`src/rtl/dot4_pkg.sv`:
```
// Shared definitions for the 4-term single-precision dot-product sequencer.
//   state_e  : sequencer state encoding
//   N_TERMS  : number of product terms
//   FP_ZERO / FP_ONE : handy IEEE-754 single-precision constants
package dot4_pkg;

  localparam int N_TERMS = 4;

  typedef enum logic [2:0] {
    S_IDLE = 3'd0,
    S_MUL  = 3'd1,
    S_ADD0 = 3'd2,
    S_ADD1 = 3'd3,
    S_ADD2 = 3'd4
  } state_e;

  localparam logic [31:0] FP_ZERO = 32'h0000_0000;
  localparam logic [31:0] FP_ONE  = 32'h3F80_0000;

endpackage

```
`src/rtl/dot4_sequencer.sv`:
```
// dot4_sequencer: time-multiplexes one external combinational fp_mult and one
// external combinational fp_add to compute (a0*b0 + a1*b1) + (a2*b2 + a3*b3).
// Ports:
//   clk, rst_n        clock, synchronous active-low reset
//   start             request, only looked at while idle
//   a0..a3, b0..b3    operands, captured on the accepting edge
//   busy              high while a dot product is in flight
//   done, result      one-cycle completion pulse; result held until next done
//   mul_a/mul_b/mul_y operand/result bus of the shared multiplier
//   add_a/add_b/add_y operand/result bus of the shared adder
module dot4_sequencer #(
  parameter int DATA_W    = 32,
  parameter bit IDLE_ZERO = 1'b1
) (
  input  logic              clk,
  input  logic              rst_n,
  input  logic              start,
  input  logic [DATA_W-1:0] a0,
  input  logic [DATA_W-1:0] a1,
  input  logic [DATA_W-1:0] a2,
  input  logic [DATA_W-1:0] a3,
  input  logic [DATA_W-1:0] b0,
  input  logic [DATA_W-1:0] b1,
  input  logic [DATA_W-1:0] b2,
  input  logic [DATA_W-1:0] b3,
  output logic              busy,
  output logic              done,
  output logic [DATA_W-1:0] result,
  output logic [DATA_W-1:0] mul_a,
  output logic [DATA_W-1:0] mul_b,
  input  logic [DATA_W-1:0] mul_y,
  output logic [DATA_W-1:0] add_a,
  output logic [DATA_W-1:0] add_b,
  input  logic [DATA_W-1:0] add_y
);
  import dot4_pkg::*;

  state_e                           state_q, state_d;
  logic [1:0]                       idx_q, idx_d;
  logic [N_TERMS-1:0][DATA_W-1:0]   opa_q, opa_d, opb_q, opb_d, p_q, p_d;
  logic [DATA_W-1:0]                s0_q, s0_d, s1_q, s1_d, res_q, res_d;
  logic                             done_q, done_d;

  // Last value driven on each operand bus, replayed when IDLE_ZERO=0.
  logic [DATA_W-1:0] mul_a_hq, mul_b_hq, add_a_hq, add_b_hq;

  logic              mul_use, add_use;
  logic [DATA_W-1:0] mul_a_sel, mul_b_sel, add_a_sel, add_b_sel;

  always_comb begin
    state_d   = state_q;
    idx_d     = idx_q;
    opa_d     = opa_q;
    opb_d     = opb_q;
    p_d       = p_q;
    s0_d      = s0_q;
    s1_d      = s1_q;
    res_d     = res_q;
    done_d    = 1'b0;
    mul_use   = 1'b0;
    add_use   = 1'b0;
    mul_a_sel = '0;
    mul_b_sel = '0;
    add_a_sel = '0;
    add_b_sel = '0;
    case (state_q)
      S_IDLE: begin
        if (start) begin
          opa_d   = {a3, a2, a1, a0};
          opb_d   = {b3, b2, b1, b0};
          idx_d   = 2'd0;
          state_d = S_MUL;
        end
      end
      S_MUL: begin
        mul_use       = 1'b1;
        mul_a_sel     = opa_q[idx_q];
        mul_b_sel     = opb_q[idx_q];
        p_d[idx_q]    = mul_y;
        if (idx_q == 2'd3) state_d = S_ADD0;
        else               idx_d   = idx_q + 2'd1;
      end
      S_ADD0: begin
        add_use   = 1'b1;
        add_a_sel = p_q[0];
        add_b_sel = p_q[1];
        s0_d      = add_y;
        state_d   = S_ADD1;
      end
      S_ADD1: begin
        add_use   = 1'b1;
        add_a_sel = p_q[2];
        add_b_sel = p_q[3];
        s1_d      = add_y;
        state_d   = S_ADD2;
      end
      S_ADD2: begin
        add_use   = 1'b1;
        add_a_sel = s0_q;
        add_b_sel = s1_q;
        res_d     = add_y;
        done_d    = 1'b1;
        state_d   = S_IDLE;
      end
      default: state_d = S_IDLE;
    endcase

    mul_a = mul_use ? mul_a_sel : (IDLE_ZERO ? '0 : mul_a_hq);
    mul_b = mul_use ? mul_b_sel : (IDLE_ZERO ? '0 : mul_b_hq);
    add_a = add_use ? add_a_sel : (IDLE_ZERO ? '0 : add_a_hq);
    add_b = add_use ? add_b_sel : (IDLE_ZERO ? '0 : add_b_hq);
  end

  always_ff @(posedge clk) begin
    if (!rst_n) begin
      state_q  <= S_IDLE;
      idx_q    <= '0;
      opa_q    <= '0;
      opb_q    <= '0;
      p_q      <= '0;
      s0_q     <= '0;
      s1_q     <= '0;
      res_q    <= '0;
      done_q   <= 1'b0;
      mul_a_hq <= '0;
      mul_b_hq <= '0;
      add_a_hq <= '0;
      add_b_hq <= '0;
    end else begin
      state_q  <= state_d;
      idx_q    <= idx_d;
      opa_q    <= opa_d;
      opb_q    <= opb_d;
      p_q      <= p_d;
      s0_q     <= s0_d;
      s1_q     <= s1_d;
      res_q    <= res_d;
      done_q   <= done_d;
      mul_a_hq <= mul_a;
      mul_b_hq <= mul_b;
      add_a_hq <= add_a;
      add_b_hq <= add_b;
    end
  end

  assign busy   = (state_q != S_IDLE);
  assign done   = done_q;
  assign result = res_q;

endmodule

```
`config.mk`:
```
export PLATFORM = sky130hd
export DESIGN_NAME = dot4_sequencer
export DESIGN_NICKNAME = d
export VERILOG_FILES = /design/src/rtl/dot4_pkg.sv /design/src/rtl/dot4_sequencer.sv
export SDC_FILE = /design/constraint.sdc
export NUM_CORES = 1
export LEC_CHECK = 0
export ABC_CLOCK_PERIOD_IN_PS = 2150
export BUFFER_PORTS_ARGS = -buffer_cell sky130_fd_sc_hd__buf_2
export CAP_MARGIN = 0
export CORE_ASPECT_RATIO = 0.5
export CORE_MARGIN = 2
export CORE_UTILIZATION = 49
export CTS_CLUSTER_SIZE = 25
export DETAILED_ROUTE_END_ITERATION = 12
export PLACE_DENSITY = 0.77
export SLEW_MARGIN = 5
export SYNTH_ARGS = -nofsm -noshare
export SYNTH_HDL_FRONTEND = slang
export SYNTH_SLANG_ARGS = --single-unit
```
`constraint.sdc`:
```
create_clock -name clk -period 2.15 [get_ports clk]
set_input_delay 0.3225 -clock clk [delete_from_list [all_inputs] [get_ports clk]]
set_output_delay 0.3225 -clock clk [all_outputs]
set_load 0.02 [all_outputs]
```
==> run summary <==
H-tree depth -> 2
Die Area -> 44300 um^2
I/O pin total -> 485
P_int -> 15.5 mW
DRT iter0 DRCs -> 1846
Syn avg cell area -> 8.69 um^2
Setup WS post-layout -> -294 ps
Area delta synth->final -> 42.4%
Crit share post-route -> 1.14
Fillers -> 2839
Min-delay src -> b2[19]
Slew Viols, Final -> 0
Register area share after synthesis -> 0.467
Post-layout net count -> 3313
Vias in the first global route -> 19.6k
CTS Root Cell -> clkbuf_16
GRT overflow -> 0
Clk pin slew, worst setup/hold paths -> 60 ps
Syn Std Cell Area -> 20800 um^2
Slew HR -> 0.355
Hold WS -> 10.1 ps
Cts bufs inserted -> 44
GPL Wtd Cong -> 0.890
Commonest non-fill, non-tap cells in the layout -> 749 x nand2_1, 481 x dfxtp_1, 373 x buf_2
Critical path origin -> idx_q[1]
Net Sw Frac -> 0.252
Clock latency on the worst-skew pair -> 560 ps
Die height -> 150 um
Critical path type -> register to output port
Total GRT Usage -> 0.302
Row Count -> 53
Via/cell ratio -> 5.60
Run status -> finished, violations left
Post-synth top area share -> 0.467
Post-layout min period -> 2440 ps
Drt first pass iters -> 5
Most common cell after layout, fill and taps aside -> nand2_1
Worst path required time -> 1830 ps
TritonCTS clock tree -> yes
CP arrival -> 2120 ps
Synth area leaders -> dfxtp_1 47%, nand2_1 14%, a21boi_1 10%
Clock Power Share -> 0.404
CP startpoint kind -> register
Synthesized Nets -> 2725
Max Root-Sink Buffers -> 3
Avg WL per Cell -> 20.3 um
Routed wire length -> 73500 um
# port buffers -> 484
P_sw -> 5.21 mW
Netlist cell types -> 34
Core ar. -> 42000 um^2
First-pass GRT wire length -> 105000 um
Final Skew -> 22.4 ps
Endpoints failing setup -> 129
PwrDens -> 696 nW/um^2
Post-DP HPWL -> 39900 um
Die Width -> 296 um
Post-Route Utilization -> 0.707
Total power -> 20.7 mW
Hold Vio Cnt, Final -> 0
Fmax -> 409 MHz
Final antenna-violating net count -> 0
Worst setup EP type -> output port
Cells after synthesis -> 2398
Reg2reg start -> state_q[1]
Reg power frac -> 0.463
Placed Area -> 23800 um^2
Hold WC Path Type -> input pin to register
Synth area leader -> dfxtp_1
#FFs+latches synth -> 486
Largest net degree at the start of global routing -> 127
Fraction of layout instances using a drive strength above 1 -> 0.302
Failing checks -> negative setup slack
Initial core utilization -> 0.497
Yosys warns -> 0
Largest fanout on the critical path -> 6
Max-Cap Viols -> 0
Setup total negative slack -> -23040 ps
Total number of vias -> 20.2k
Power share of the combinational group -> 0.132
Initial antenna violation count -> 18
P_leak -> 12.3 nW
Max IR drop VDD -> 591 uV
Worst-margin pin slew -> 967 ps
RSZ-0062 raised after global routing -> true
Final Cell Area -> 29700 um^2
CTS sink count -> 486
Drt drc -> 0
[path summary, 6_finish.rpt]
check	end	slack [ps]	depth (start not counted)
max	mul_a[25]	-290	5
min	opb_q[83]	10	3
max reg2reg	opa_q[117]	50	9
min reg2reg	result[11]	450	2
[area by class of cell]
type	instances	area [um^2]	area share
multi-input combinational	1700	11100	0.375
sequential	486	9750	0.328
timing repair buffer	752	6500	0.219
clock buffer	64	1350	0.0454
tap	577	722	0.0243
clock inverter	17	178	0.00598
antenna	18	45.0	0.00152
inverter	2	7.51	0.000253
[repair_timing]
item,CTS,global route
gates resized for setup,339,220
hold buffers,144,0
hold endpoints to repair,144,0
cloned,22,8
pin swaps,40,22
setup endpoints to repair,128,190
buffers inserted,28,15
[through the flow]
| step | setup WS, ps | instances |
|---|---|---|
| global placement | 258 | 3307 |
| finish | -294 | 3616 |
| global route | -341 | 3614 |
| detailed placement | 237 | 3307 |
| CTS | -269 | 3582 |
| floorplan | 50.6 | 2398 |
[kinds of logic (layout without fill, tap and decap cells)]
group | Yosys count | in the layout | share of synthesized area
compound gates | 550 | 550 | 0.175
fa+ha+maj | 4 | 4 | 0.00240
buf+inv | 212 | 835 | 0.0521
flops | 486 | 486 | 0.467
mux | 128 | 128 | 0.0999
other cells | 0 | 18 | 0
simple gates | 1018 | 1018 | 0.204
[synthesized netlist by cell type]
master / count
a21oi_1: 1
nor3_1: 1
buf_6: 26
or3b_1: 2
buf_1: 12
nor4b_2: 1
nand3b_1: 2
nand2b_1: 3
or3b_2: 1
nand3_1: 128
inv_1: 2
nor3b_4: 1
clkbuf_1: 102
mux2i_1: 64
a21boi_1: 281
dfxtp_1: 486
ha_1: 4
o21ai_0: 194
or3_1: 1
buf_4: 3
mux4_2: 64
or4b_1: 2
o21ai_1: 1
o21bai_1: 1
and2_1: 2
nand4bb_1: 4
nor2_1: 1
nand2_1: 803
and3b_1: 1
buf_2: 67
a21boi_0: 71
nor2b_1: 64
nor3b_2: 1
o31ai_1: 1
[sequential cells by signal, indices dropped and copies added, names as in the netlist]
register  cells
done          1
idx_q         2
opa_q       128
opb_q       128
p_q         128
result       32
s0_q         32
s1_q         32
state_q       3
[power by group through the flow]
stage	Combinational [mW]	Clock [mW]	Sequential (mW)
4_1_cts	2.52	8.42	9.54
5_1_grt	2.91	8.84	9.60
2_1_floorplan	1.34	0	9.68
3_3_place_gp	1.99	0	9.73
6_report	2.74	8.36	9.58
3_5_place_dp	2.02	0	9.75
[layer usage]
metal / track usage / share of wire
met4: 0.177 / 0.058
met2: 0.515 / 0.49
met5: 0 / 0.00015
met1: 0.365 / 0.38
met3: 0.0443 / 0.070
[critical path, stage by stage, from the launching register on]
cell,delay (ps)
dfxtp_4,410
buf_6,150
buf_12,140
mux4_2,560
nor2b_4,170
buf_6,140
Note: power is estimated with default switching activity, not from simulation.
